File: src/rtl/if_stage.sv
// Instruction fetch stage: PC, request/grant/response front end to instruction RAM,
// and an allocate-at-issue in-order queue feeding decode through valid/ready.
module if_stage #(
  parameter logic [31:0] RESET_PC  = 32'h0000_0000,
  parameter int          BUF_DEPTH = 2
) (
  input  logic        clk,
  input  logic        rst_n,
  output logic        inst_req,
  output logic [31:0] inst_addr,
  input  logic        inst_gnt,
  input  logic        inst_rvalid,
  input  logic [31:0] inst_rdata,
  input  logic        br_taken,
  input  logic [31:0] br_target,
  output logic        fs_valid,
  output logic [31:0] fs_pc,
  output logic [31:0] fs_instr,
  input  logic        ds_ready
);

  localparam int PW = $clog2(BUF_DEPTH);
  localparam int CW = PW + 1;
  localparam int SW = CW + 1;

  logic [31:0]          pc_q;
  logic [31:0]          buf_pc    [BUF_DEPTH];
  logic [31:0]          buf_instr [BUF_DEPTH];
  logic [BUF_DEPTH-1:0] buf_filled;
  logic [BUF_DEPTH-1:0] filled_nxt;

  logic [PW-1:0] alloc_ptr;
  logic [PW-1:0] fill_ptr;
  logic [PW-1:0] rd_ptr;

  logic [CW-1:0] alloc_cnt;
  logic [CW-1:0] pend_cnt;
  logic [CW-1:0] drop_cnt;

  logic          grant;
  logic          fill;
  logic          drop_rsp;
  logic          xfer;
  logic [SW-1:0] used_cnt;
  logic [SW-1:0] limit_cnt;
  logic [SW-1:0] drop_sum;
  logic          rv_take;
  logic [CW-1:0] drop_flush;
  logic [1:0]    unused_br_lo;

  assign unused_br_lo = br_target[1:0];

  assign fs_valid  = buf_filled[rd_ptr];
  assign fs_pc     = buf_pc[rd_ptr];
  assign fs_instr  = buf_instr[rd_ptr];
  assign inst_addr = pc_q;

  assign xfer     = fs_valid & ds_ready;
  assign drop_rsp = inst_rvalid & (drop_cnt != '0);
  assign fill     = inst_rvalid & (drop_cnt == '0) & (pend_cnt != '0);

  // A transfer or a discarded response frees its credit in the same cycle,
  // which is what sustains one fetch per cycle at the latency limit.
  assign used_cnt  = SW'(alloc_cnt) + SW'(drop_cnt);
  assign limit_cnt = SW'(BUF_DEPTH) + SW'(xfer) + SW'(drop_rsp);
  assign inst_req  = rst_n & ~br_taken & (used_cnt < limit_cnt);
  assign grant     = inst_req & inst_gnt;

  // On redirect every allocated-but-unfilled request becomes a discard,
  // minus a response landing in the redirect cycle itself.
  assign drop_sum   = SW'(drop_cnt) + SW'(pend_cnt);
  assign rv_take    = inst_rvalid & (drop_sum != '0);
  assign drop_flush = CW'(drop_sum - SW'(rv_take));

  always_comb begin
    filled_nxt = buf_filled;
    if (xfer)  filled_nxt[rd_ptr]    = 1'b0;
    if (grant) filled_nxt[alloc_ptr] = 1'b0;
    if (fill)  filled_nxt[fill_ptr]  = 1'b1;
  end

  always_ff @(posedge clk or negedge rst_n) begin
    if (!rst_n) begin
      pc_q       <= RESET_PC;
      alloc_ptr  <= '0;
      fill_ptr   <= '0;
      rd_ptr     <= '0;
      alloc_cnt  <= '0;
      pend_cnt   <= '0;
      drop_cnt   <= '0;
      buf_filled <= '0;
      for (int i = 0; i < BUF_DEPTH; i++) begin
        buf_pc[i]    <= '0;
        buf_instr[i] <= '0;
      end
    end else if (br_taken) begin
      pc_q       <= {br_target[31:2], 2'b00};
      alloc_ptr  <= '0;
      fill_ptr   <= '0;
      rd_ptr     <= '0;
      alloc_cnt  <= '0;
      pend_cnt   <= '0;
      drop_cnt   <= drop_flush;
      buf_filled <= '0;
    end else begin
      if (grant) begin
        buf_pc[alloc_ptr] <= pc_q;
        alloc_ptr         <= alloc_ptr + PW'(1);
        pc_q              <= pc_q + 32'd4;
      end
      if (fill) begin
        buf_instr[fill_ptr] <= inst_rdata;
        fill_ptr            <= fill_ptr + PW'(1);
      end
      if (drop_rsp) drop_cnt <= drop_cnt - CW'(1);
      if (xfer)     rd_ptr   <= rd_ptr + PW'(1);
      alloc_cnt  <= alloc_cnt + CW'(grant) - CW'(xfer);
      pend_cnt   <= pend_cnt + CW'(grant) - CW'(fill);
      buf_filled <= filled_nxt;
    end
  end

endmodule

File: config.mk
export PLATFORM = sky130hd
export DESIGN_NAME = if_stage
export DESIGN_NICKNAME = d
export VERILOG_FILES = /design/src/rtl/if_stage.sv
export SDC_FILE = /design/constraint.sdc
export NUM_CORES = 1
export LEC_CHECK = 0
export CAP_MARGIN = 5
export CORE_MARGIN = 2
export CORE_UTILIZATION = 55
export CTS_CLUSTER_SIZE = 30
export DETAILED_ROUTE_END_ITERATION = 10
export GPL_TIMING_DRIVEN = 0
export PLACE_DENSITY = 0.87
export REMOVE_ABC_BUFFERS = 1
export SLEW_MARGIN = 15
export SYNTH_ARGS = -nofsm -noshare
export SYNTH_HDL_FRONTEND = slang
export SYNTH_SLANG_ARGS = --single-unit
File: constraint.sdc
create_clock -name clk -period 7.1 [get_ports clk]
set_input_delay 1.065 -clock clk [delete_from_list [all_inputs] [get_ports clk]]
set_output_delay 1.065 -clock clk [all_outputs]
set_load 0.02 [all_outputs]
* Yosys cells after proc, flatten, opt, wreduce, memory -nomap -nowiden
Cells that the tools add are included.
** Operators by class
- Divide/modulo/power cells :: 0
- Bitwise gates (word level) :: 17
- Multiply operators :: 0
- Reduce and logical (&&, ||, !) cells :: 15
- Magnitude comparators :: 12
- Add/sub/neg operators :: 14
- Shift-type cells :: 0
- Equality and inequality tests :: 0
- Mux-type cells :: 36
** Operator list (count)
- two-way mux 32 bit :: 10
- bitwise mux 64 bit :: 2
- demux 32 bit (select 1 bit) :: 2
- adder 32 x 3 -> 32 bit (second input constant) :: 1
- two-way mux 2 bit :: 8
- nonzero test 2 bit :: 6
- two-way mux 1 bit :: 11
- AND 1 bit :: 8
- adder 2 x 2 -> 3 bit :: 2
- greater-or-equal comparator 2 bit (second input constant) :: 3
- less-than comparator 1 x 2 -> 1 bit (second input constant) :: 3
- NOT 1 -> 2 bit :: 3
- subtractor 2 x 1 -> 2 bit :: 3
- logical AND 1 bit :: 5
- adder 2 x 1 -> 2 bit :: 2
- AND 2 bit :: 2
- less-than comparator 2 x 1 -> 1 bit (second input constant) :: 2
- NOT 2 bit :: 2
- AND reduction 2 bit :: 2
- adder 1 bit (second input constant) :: 3
- adder 2 x 1 -> 3 bit (first input constant) :: 1
- adder 3 x 1 -> 3 bit :: 1
- demux 1 bit (select 1 bit) :: 3
- greater-or-equal comparator 1 bit (second input constant) :: 3
- 6 further kinds :: 6
** Storage, ports and cells
- RAM bits :: 0
- Output and inout port bits :: 98
- Memories :: 0
- Flip-flop bits (word level) :: 171
- Input port bits :: 70
- Logic and storage cells :: 106
- Bits in latches :: 0
- Bits in read-only memories :: 0

* Depth between registers and ports, before layout
- Depth in word-level cells :: 12
- Mapped depth :: 17
- Mapped depth without buffers :: 14

* Least setup slack after synthesis
OpenSTA, ideal clock, no wires.
- Kind :: in2out
- Start :: input port inst_rvalid
- End :: output port inst_req
- Arrival time :: 2.630 ns
- Stages :: 8
- Setup slack :: 3.405 ns
- Path buffers :: 1
- Data required time :: 6.035 ns
- Path through :: nand2b_1 > inv_1 > ha_1 > inv_1 > o41ai_4 > o21ai_1 > clkbuf_1 > nor2_1
** Between the ends
- Longest elaborated chain between the ends :: 4
** RTL lines
- from (decl) :: line 12 : input logic inst_rvalid,
- AND 1 bit :: line 59 : assign drop_rsp = inst_rvalid & (drop_cnt != '0);
- adder 3 x 1 -> 3 bit :: line 65 : assign limit_cnt = SW'(BUF_DEPTH) + SW'(xfer) + SW'(drop_rsp);
- less-than comparator 3 bit :: line 66 : assign inst_req = rst_n & ~br_taken & (used_cnt < limit_cnt);
- AND 1 bit :: line 66
- to (decl) :: line 9 : output logic inst_req,
No other way between the ends.

* Worst setup path after layout
Ends and elaborated chain as after synthesis.

==> metrics.yaml <==
power:
  switchingPower_mw: 1.01
  internal-power_mw: 2.31
  seq_power_share_pct: 39.8
  netSwitchingFraction_pct: 30.4
  leakage_nw: 4.62
  vdd_drop_max_uv: 236
  p_comb_share_pct: 33.1
  p_clk_share_pct: 27.1
  power_density_mw_per_mm2: 321
run:
  cap_viol_max_count: 0
yosys:
  yosysMostFrequentCell: "mux2_2"
  synth_area_per_cell_sq_um: 12.9
  netlist_area_sq_mm: 0.00795
  synth-seq-cells: 165
  synth_fa_ha_area_share_pct: 2.24
  synth_compound_area_share_pct: 6.99
  synth_mux_area_share_pct: 26.7
  yosys.area.top_type: "dfrtp_1"
  yosys_most_used_dff: "dfrtp_1"
  synthSimpleGateAreaFrac_pct: 7.92
  synth_top_family_by_area: "multiplexers"
  async_reset_ff_share_pct: 100
  yosysWarnings: 0
  synth_commonest_cells: "mux2_2, dfrtp_1, nand2_1"
  synthCells: 618
  synthDistinctLibCells: 55
  synth_enable_flop_cells: 0
  synth.top_cell.area_share_pct: 51.9
  synthTopCellsByArea: "dfrtp_1, mux2_2, o311ai_0"
  synth_xor_xnor_area_share_pct: 0.771
  ys_seq_area_share_pct: 51.9
cts:
  cts_setup_buffers: 0
  cts.sinks: 165
  clockBufferDepth: 2
  numCtsBuffers: 17
  insertion_delay_ns: 0.43
  cts.hold.buffers_added: 0
  cts_tree: "yes"
  cts_root_buffer: "clkbuf_16"
  h-tree-depth: 4
  ctsResizeCount: 0
  cts.clk_slew.worst_paths_ns: 0.06
place:
  port-buffer-count: 161
  pre_cts_slack_ns: 2.07
  gp_congestion: 0.793
  hpwl_um: 12800
timing:
  drv_slew: 0
  final_hold_viol_count: 0
  fmax_mhz: 208
  layout_min_cycle_time_ns: 4.81
  finalSetupTns_ns: 0
  rsz0062_at_grt: "false"
  setup_viol: 0
  clock_skew_ns: 0.00890
  worst_pin_slew_ns: 0.919
  post-route-period-util_pct: 67.8
  slew_headroom_pct: 38.7
  layout_setup_ws_ns: 2.29
routing:
  drtIter0Drc: 486
  num_vias: 5785
  drt-wirelength-per-cell_um: 19.8
  drc: 0
  finalWirelength_um: 19000
  firstDrtPassIters: 7
  drtAntennaViolNets: 0
  via_per_inst: 6.01
floorplanning:
  die_w_um: 124
  initial_core_util_pct: 56.8
  coreArea_sq_mm: 0.0140
  dieArea_sq_mm: 0.0154
  pin_count: 168
  rows: 43
  chipHeight_um: 124
worst_setup_path:
  worstSetupEndpointType: "primary output"
  critPathMaxFanout: 17
  crit_arrival_ns: 3.75
  path_class: "input pin to primary output"
  cp.required_ns: 6.03
  critPathLaunchType: "input pin"
layout:
  final_nets: 852
  insertedDiodeCount: 0
  fill_cells: 907
  drive_gt1_share_pct: 30.4
  post-route-util_pct: 73.9
  area_delta_synth_final_pct: 30.1
global_route:
  overflow: 0
  grt_start_max_net_pins: 95
  grt_util_all_layers_pct: 25.4
  grt_pass1_vias: 6293
  antenna_found_initial: 0
  grt_first_pass_wirelength_um: 31600
status:
  status: "complete, no violations"
worst_hold_path:
  hp-class: "register to register"
## layout by cell type (no fill, tap or decap), types with 3 or more instances in the layout
cell type	instances
nor2_1	12
clkinv_4	3
o41ai_1	3
o31ai_1	4
or3_1	4
o21ai_0	4
nand4_1	11
clkdlybuf4s50_1	159
inv_1	16
mux2_2	185
nand2_1	38
buf_12	3
conb_1	4
xnor2_1	4
mux2i_1	3
clkinv_2	5
or4_1	6
clkbuf_16	17
xor2_1	3
o211ai_1	4
o311ai_0	30
ha_1	11
dfrtp_1	164
nand3_1	22
and3_1	5
nor2b_1	7
## layout make-up
cell class / instances / area [sq um] / share of cell area, %
clock buffer: 20 / 457 / 4.42
timing repair buffer: 169 / 1750 / 16.9
tap: 180 / 225 / 2.18
clock inverter: 12 / 128 / 1.23
sequential: 165 / 4130 / 40.0
inverter: 17 / 66.3 / 0.641
multi-input combinational: 399 / 3580 / 34.6
## per-layer routing
metal  share of wire (%)  GRT usage, %  wire length [um]  vias up
met2                  50          42.4              9460      230
met1                  41          31.0              7830     2938
met5                   0             0                 0        -
met4                 2.0          9.91               377        0
li1                    -             -                 -     2579
met3                 7.2          7.87              1370       38
## state kept, by name (all words and copies together), names as in the netlist
register and flops:
fill_ptr 1, rd_ptr 1, alloc_cnt 2, inst_addr 30, drop_cnt 2, alloc_ptr 1, buf_instr 64, pend_cnt 2
buf_pc 60, buf_filled 2
## kinds of logic after synthesis
| logic type | count (synthesis) |
|---|---|
| flops | 165 |
| other cells | 1 |
| mux | 189 |
| compound gates | 65 |
| fa+ha+maj | 13 |
| simple gates | 121 |
| xor+xnor | 7 |
| buf+inv | 57 |
## power groups by stage
| stage | Sequential [mW] | Clock, mW | Combinational [mW] |
|---|---|---|---|
| floorplan | 1.31 | 0 | 0.628 |
| global placement | 1.32 | 0 | 1.04 |
| detailed placement | 1.34 | 0 | 1.10 |
| CTS | 1.33 | 0.918 | 1.11 |
| global route | 1.36 | 0.965 | 1.17 |
| finish | 1.32 | 0.900 | 1.10 |
## per-stage QoR
step	instance area, sq um	instances	total power, mW	hold WS (ns)
2_1_floorplan	7760	581	1.94	0.454
3_3_place_gp	9600	922	2.36	0.466
3_5_place_dp	9750	930	2.44	0.485
4_1_cts	10300	962	3.35	0.499
5_1_grt	10300	962	3.49	0.510
6_report	10300	962	3.32	0.500
## critical path: stages
cell             delay [ns]
clkdlybuf4s50_1        0.45
nand2b_1               0.20
inv_1                  0.10
ha_1                   0.26
nand3b_1               0.10
o21ai_0                0.21
o21ai_2                0.70
nor2_1                 0.08
clkdlybuf4s50_1        0.57
## path summary, 6_finish.rpt
kind	cells past startpoint	from	end	slack [ns]
max reg2reg	11	rd_ptr	buf_pc[60]	3.27
max	9	inst_rvalid	inst_req	2.29
max in group asynchronous	2	rst_n	inst_addr[26]	5.64
min	1	buf_instr[13]	buf_instr[13]	0.50
min in group asynchronous	1	rst_n	buf_instr[62]	0.67
min reg2reg	1	buf_instr[13]	buf_instr[13]	0.50
No activity file was read; power rests on OpenSTA's default activity.
==> edit 1 (same settings) <==
Reset style: synchronous (`rst_n`), changed in one clocked block.
--- a/src/rtl/if_stage.sv
+++ b/src/rtl/if_stage.sv
@@ -79,7 +79,7 @@
     if (fill)  filled_nxt[fill_ptr]  = 1'b1;
   end
 
-  always_ff @(posedge clk or negedge rst_n) begin
+  always_ff @(posedge clk) begin
     if (!rst_n) begin
       pc_q       <= RESET_PC;
       alloc_ptr  <= '0;
Function: differs if rst_n is asserted again (counterexample within 4 cycles, from zero or initial values and one cycle with rst_n low); with rst_n held inactive, the same outputs for 4 cycles.
==> edit 1 against the original RTL <==
  * Count of clock-buffer cells in the layout increased by 5
  * Design area increased by 0.11%
  * Synthesized area decreased by 0.79%
  * Sequential cell count increased by 1
  * Via count increased by 4.6%
  * Routed wire length increased by 6.3%
  * Worst setup slack got worse by 620 ps
  * Critical path type unchanged
Power is not compared: it rests on default switching activity, and its combinational part moved more than twofold at a synthesized area within 25%.
==> edit 1: results (changes against the original RTL) <==
- DPL Wire Length: 13500 µm (+5.4%)
- Hold Crit Class: reg -> reg
- First-pass DRT Iterations: 5 (-2)
- # fillers: 869 (-4.2%)
- Critical path arrival: 4360 ps (+610 ps)
- # nets final: 881 (+3.4%)
- Hold Path Sink: buf_filled[0]
- FF-to-FF End: buf_pc[0][16]
- Final Skew: 7.33 ps (-1.58 ps)
- Hold slack: 489 ps (-10.9 ps)
- Reg-to-Reg Start: drop_cnt[1]
- Vias in the first global route: 6044 (-4.0%)
- Placed Cells: 961 (+3.3%)
- EDFF count, synth: 124 (+124)
- Wire per inst: 20.4 µm (+3.0%)
- Slew margin rel.: 25.0% (-14 points)
- Reg2reg setup slack: 3290 ps (+20 ps)
- Hold_sp: buf_filled[0]
- CP max stage cell: clkdlybuf4s50_1
- Sequential area share after synthesis: 57.9% (+5.9 points)
- Largest cells by area after synthesis: edfxtp_1, dfxtp_1, mux2_2, and3_1, and2_1
- Vias/cell: 6.09 (+1.3%)
- Ys async rst share: 0% (-100 points)
- Most instantiated library cell after synthesis: edfxtp_1
- Final Wtd Congestion: 0.856 (+7.9%)
- Commonest cells in the netlist: edfxtp_1, and3_1, mux2_2, and2_1, dfxtp_1
- Post-synthesis xor/xnor area fraction: 1.44% (+0.67 points)
- Fmax: 184 MHz (-11%)
- Slowest Stage Delay on Critical Path: 800 ps (+100 ps)
- Post-Place Worst Slack: 1610 ps (-462 ps)
- Fraction of layout cells with a size suffix above 1: 15.1% (-15 points)
- Global-route wire length before repair: 30700 µm (-2.9%)
- Post-Synth Adder-Cell Area: 1.94% (-0.30 points)
- Critical path launch point: br_taken
- Status: finished, final reports clean
- Compound-gate portion of the synthesized area: 7.65% (+0.66 points)
- Critical path peak fanout: 22 (+5)
- Unique cell type count in the Yosys netlist: 58 (+5.5%)
- Post-synthesis mux area share: 9.14% (-18 points)
- Total track usage: 26.7% (+1.2 points)
- Vias after detailed routing: 6051 (+4.6%)
- Maximum number of pins on one net before global-route repair: 39 (-59%)
==> edit 1: changes by cell type in the layout (fill, tap and decap cells not counted), sizes merged, moves of 10 or more <==
cell,unedited run,this run
and2,1,60
nor2,13,23
o311ai,30,13
dfxtp,0,42
o21ai,5,15
dfrtp,165,0
edfxtp,0,124
and3,6,67
mux2,186,64
==> edit 1: logic make-up after synthesis <==
| kind of cell | Yosys count |
|---|---|
| AOI/OAI and AO/OA | 77 |
| xor gates and xnor gates | 13 |
| adders and majority gates | 11 |
| buffers and inverters | 59 |
| DFF | 166 |
| muxes | 64 |
| other | 1 |
| and+or+nand+nor | 261 |
==> edit 1: layer usage <==
metal / part of all wire [%] / vias up / GRT usage, %
met3: 6.9 / 63 / 5.36
li1: - / 2732 / -
met4: 3.6 / 0 / 13.9
met1: 39 / 2953 / 32.6
met5: 0 / - / 0
met2: 51 / 303 / 44.7
==> edit 1: area by class of cell <==
class / count / area [µm²] / area share, %
multi-input combinational: 430 / 3130 / 30.2
timing repair buffer: 171 / 1770 / 17.1
clock buffer: 25 / 485 / 4.69
inverter: 14 / 52.6 / 0.508
tap: 180 / 225 / 2.18
clock inverter: 7 / 119 / 1.15
sequential: 166 / 4570 / 44.1
==> edit 1: per-stage QoR <==
step | area [µm²] | total power, mW
finish | 10400 | 2.35
CTS | 10300 | 2.35
global route | 10400 | 2.41
detailed placement | 9740 | 1.41
global placement | 9540 | 1.39
floorplan | 7710 | 1.26
==> edit 1: worst max-delay path: cells and delay by family <==
family,cells,cell delay [ps]
buf+inv,3,2210
simple gates,2,1090
==> edit 1: report_power, final <==
group          internal (mW)  switching (mW)
Clock                  0.582           0.367
Sequential              1.08          0.0396
Combinational          0.128           0.144
==> edit 2 (same settings) <==
Without the edit above. Change the parameter `BUF_DEPTH` from 2 to 4.
--- a/src/rtl/if_stage.sv
+++ b/src/rtl/if_stage.sv
@@ -2,7 +2,7 @@
 // and an allocate-at-issue in-order queue feeding decode through valid/ready.
 module if_stage #(
   parameter logic [31:0] RESET_PC  = 32'h0000_0000,
-  parameter int          BUF_DEPTH = 2
+  parameter int          BUF_DEPTH = 4
 ) (
   input  logic        clk,
   input  logic        rst_n,
Check against the original RTL: not equivalent (a bounded check fails within 4 cycles, from zero or initial values and one cycle with rst_n low).
==> edit 2 against the original RTL <==
  * Final cell count increased by 51%
  * Sequential cell count is 132 higher
  * Die area grew 76%
  * Power up 69%
  * Synthesized area up 79%
  * Critical path depth fell by 1
  * Worst setup slack worse by 210 ps
  * Design area is 66% higher
  * Synthesized cell count is 57% higher
  * Routed wire length increased by 66%
  * Critical endpoint unchanged
  * Largest cell class unchanged
  * Largest power group unchanged
  * Highest routed layer unchanged
==> edit 2: results (changes against the original RTL) <==
- Status: finished, final reports clean
- Final Skew: 19.6 ps (+10.7 ps)
- Metal3 WL: 2440 µm (+78%)
- CP max stage cell: clkdlybuf4s50_1
- Final Wtd Congestion: 0.774 (-2.5%)
- Inserted Clock Buffers: 34 (+17)
- # nets final: 1204 (+41%)
- DPL Wire Length: 19900 µm (+56%)
- Commonest cells in the netlist: dfrtp_1, mux2_2, mux4_2, nand2_1, ha_1
- Post-synthesis mux area share: 31.1% (+4.4 points)
- Hold Crit Class: in -> async
- CP Class: reg -> out
- CP delay by family, top: compound AO/OA/AOI/OAI gates
- Critical Path End: inst_req
- Starting DRT DRC Count: 568 (+17%)
- Worst r2r path cells: 16 (+5)
- H-tree depth: 2 (-2)
- Met1 Use GR: 31.0% (about the same)
- Synth warn: 0 (unchanged)
- First-pass DRT Iterations: 4 (-3)
- Root Buffer: clkbuf_16
- Reg2reg setup slack: 2260 ps (-1010 ps)
- Post-cts resize count: 0 (unchanged)
- Hold slack: 489 ps (-11.0 ps)
- Maximum number of pins on one net before global-route repair: 87 (-8.4%)
- Met2 wire len: 15600 µm (+65%)
- Post-Synth Adder-Cell Area: 3.11% (+0.88 points)
- Compound-gate portion of the synthesized area: 3.50% (-3.5 points)
- Worst-path clk slew: 60 ps (about the same)
- M3 GR Usage: 6.73% (-1.1 points)
- Vias in the first global route: 9202 (+46%)
- Worst slew pin tran: 1120 ps (+205 ps)
- Clock network latency to the later pin of the worst-skew pair: 510 ps (+80 ps)
- Metal1 wirelength: 13000 µm (+65%)
- Setup Fix Bufs, Post-CTS: 0 (unchanged)
- Critical path peak fanout: 18 (+1)
- Unique cell type count in the Yosys netlist: 57 (+3.6%)
- Mean post-synth cell area: 14.7 µm² (+14%)
- Critical path launch point: rd_ptr[1]
- Vias/cell: 5.94 (-1.2%)
- Max VDD drop: 0.220 mV (-6.7%)
- Post-synthesis xor/xnor area fraction: 0.800% (+0.029 points)
- Sequential area share after synthesis: 52.2% (+0.29 points)
- Slowest Stage Delay on Critical Path: 640 ps (-60 ps)
- GR Layer Usage met2: 39.7% (-2.6 points)
- Vias after detailed routing: 8642 (+49%)
- Wire per inst: 21.7 µm (+9.8%)
- Critical path arrival: 3960 ps (+210 ps)
- Fraction of layout cells with a size suffix above 1: 35.4% (+4.9 points)
- P_leak: 7.81 nW (+69%)
- FF-to-FF End: pend_cnt[2]
- Placed Cells: 1395 (+50%)
- Largest cells by area after synthesis: dfrtp_1, mux2_2, mux4_2, ha_1, mux2i_1
- # fillers: 1742 (+92%)
- Buffers on Ports: 161 (unchanged)
- CTS max path bufs: 3 (+1)
- Total track usage: 23.9% (-1.6 points)
- Global-route wire length before repair: 50200 µm (+59%)
- Largest register FFs: 128 (+100%)
-- edit 2: cell count changes in the layout (fill, tap and decap cells not counted), moves of 11 or more --
cell	unedited run	this run
a221o_1	2	13
clkbuf_16	17	35
dfrtp_1	164	295
ha_1	11	29
mux2_2	185	247
mux2i_1	3	15
mux4_2	0	63
o311ai_0	30	3
-- edit 2: final cells by class --
cell class,instances,share of cell area [%]
multi-input cells,572,36.4
inverters,24,0.539
flip-flops and latches,297,43.3
clock inverters,15,0.794
well taps,330,2.40
repair buffers,172,10.8
clock buffers,45,5.73
-- edit 2: stage by stage --
step                setup slack, ps  instance area, µm²  total power, mW
floorplan                       620               13800             3.23
global placement              -8490               15800             3.81
detailed placement             1890               16000             3.89
CTS                            2050               17200             5.67
global route                   1930               17200             5.88
finish                         2070               17200             5.61
-- edit 2: power breakdown --
group	internal, mW	switching (mW)	total (mW)
logic	0.870	0.707	1.58
clock network	1.05	0.692	1.74
registers	2.05	0.252	2.30
total	3.96	1.65	5.61
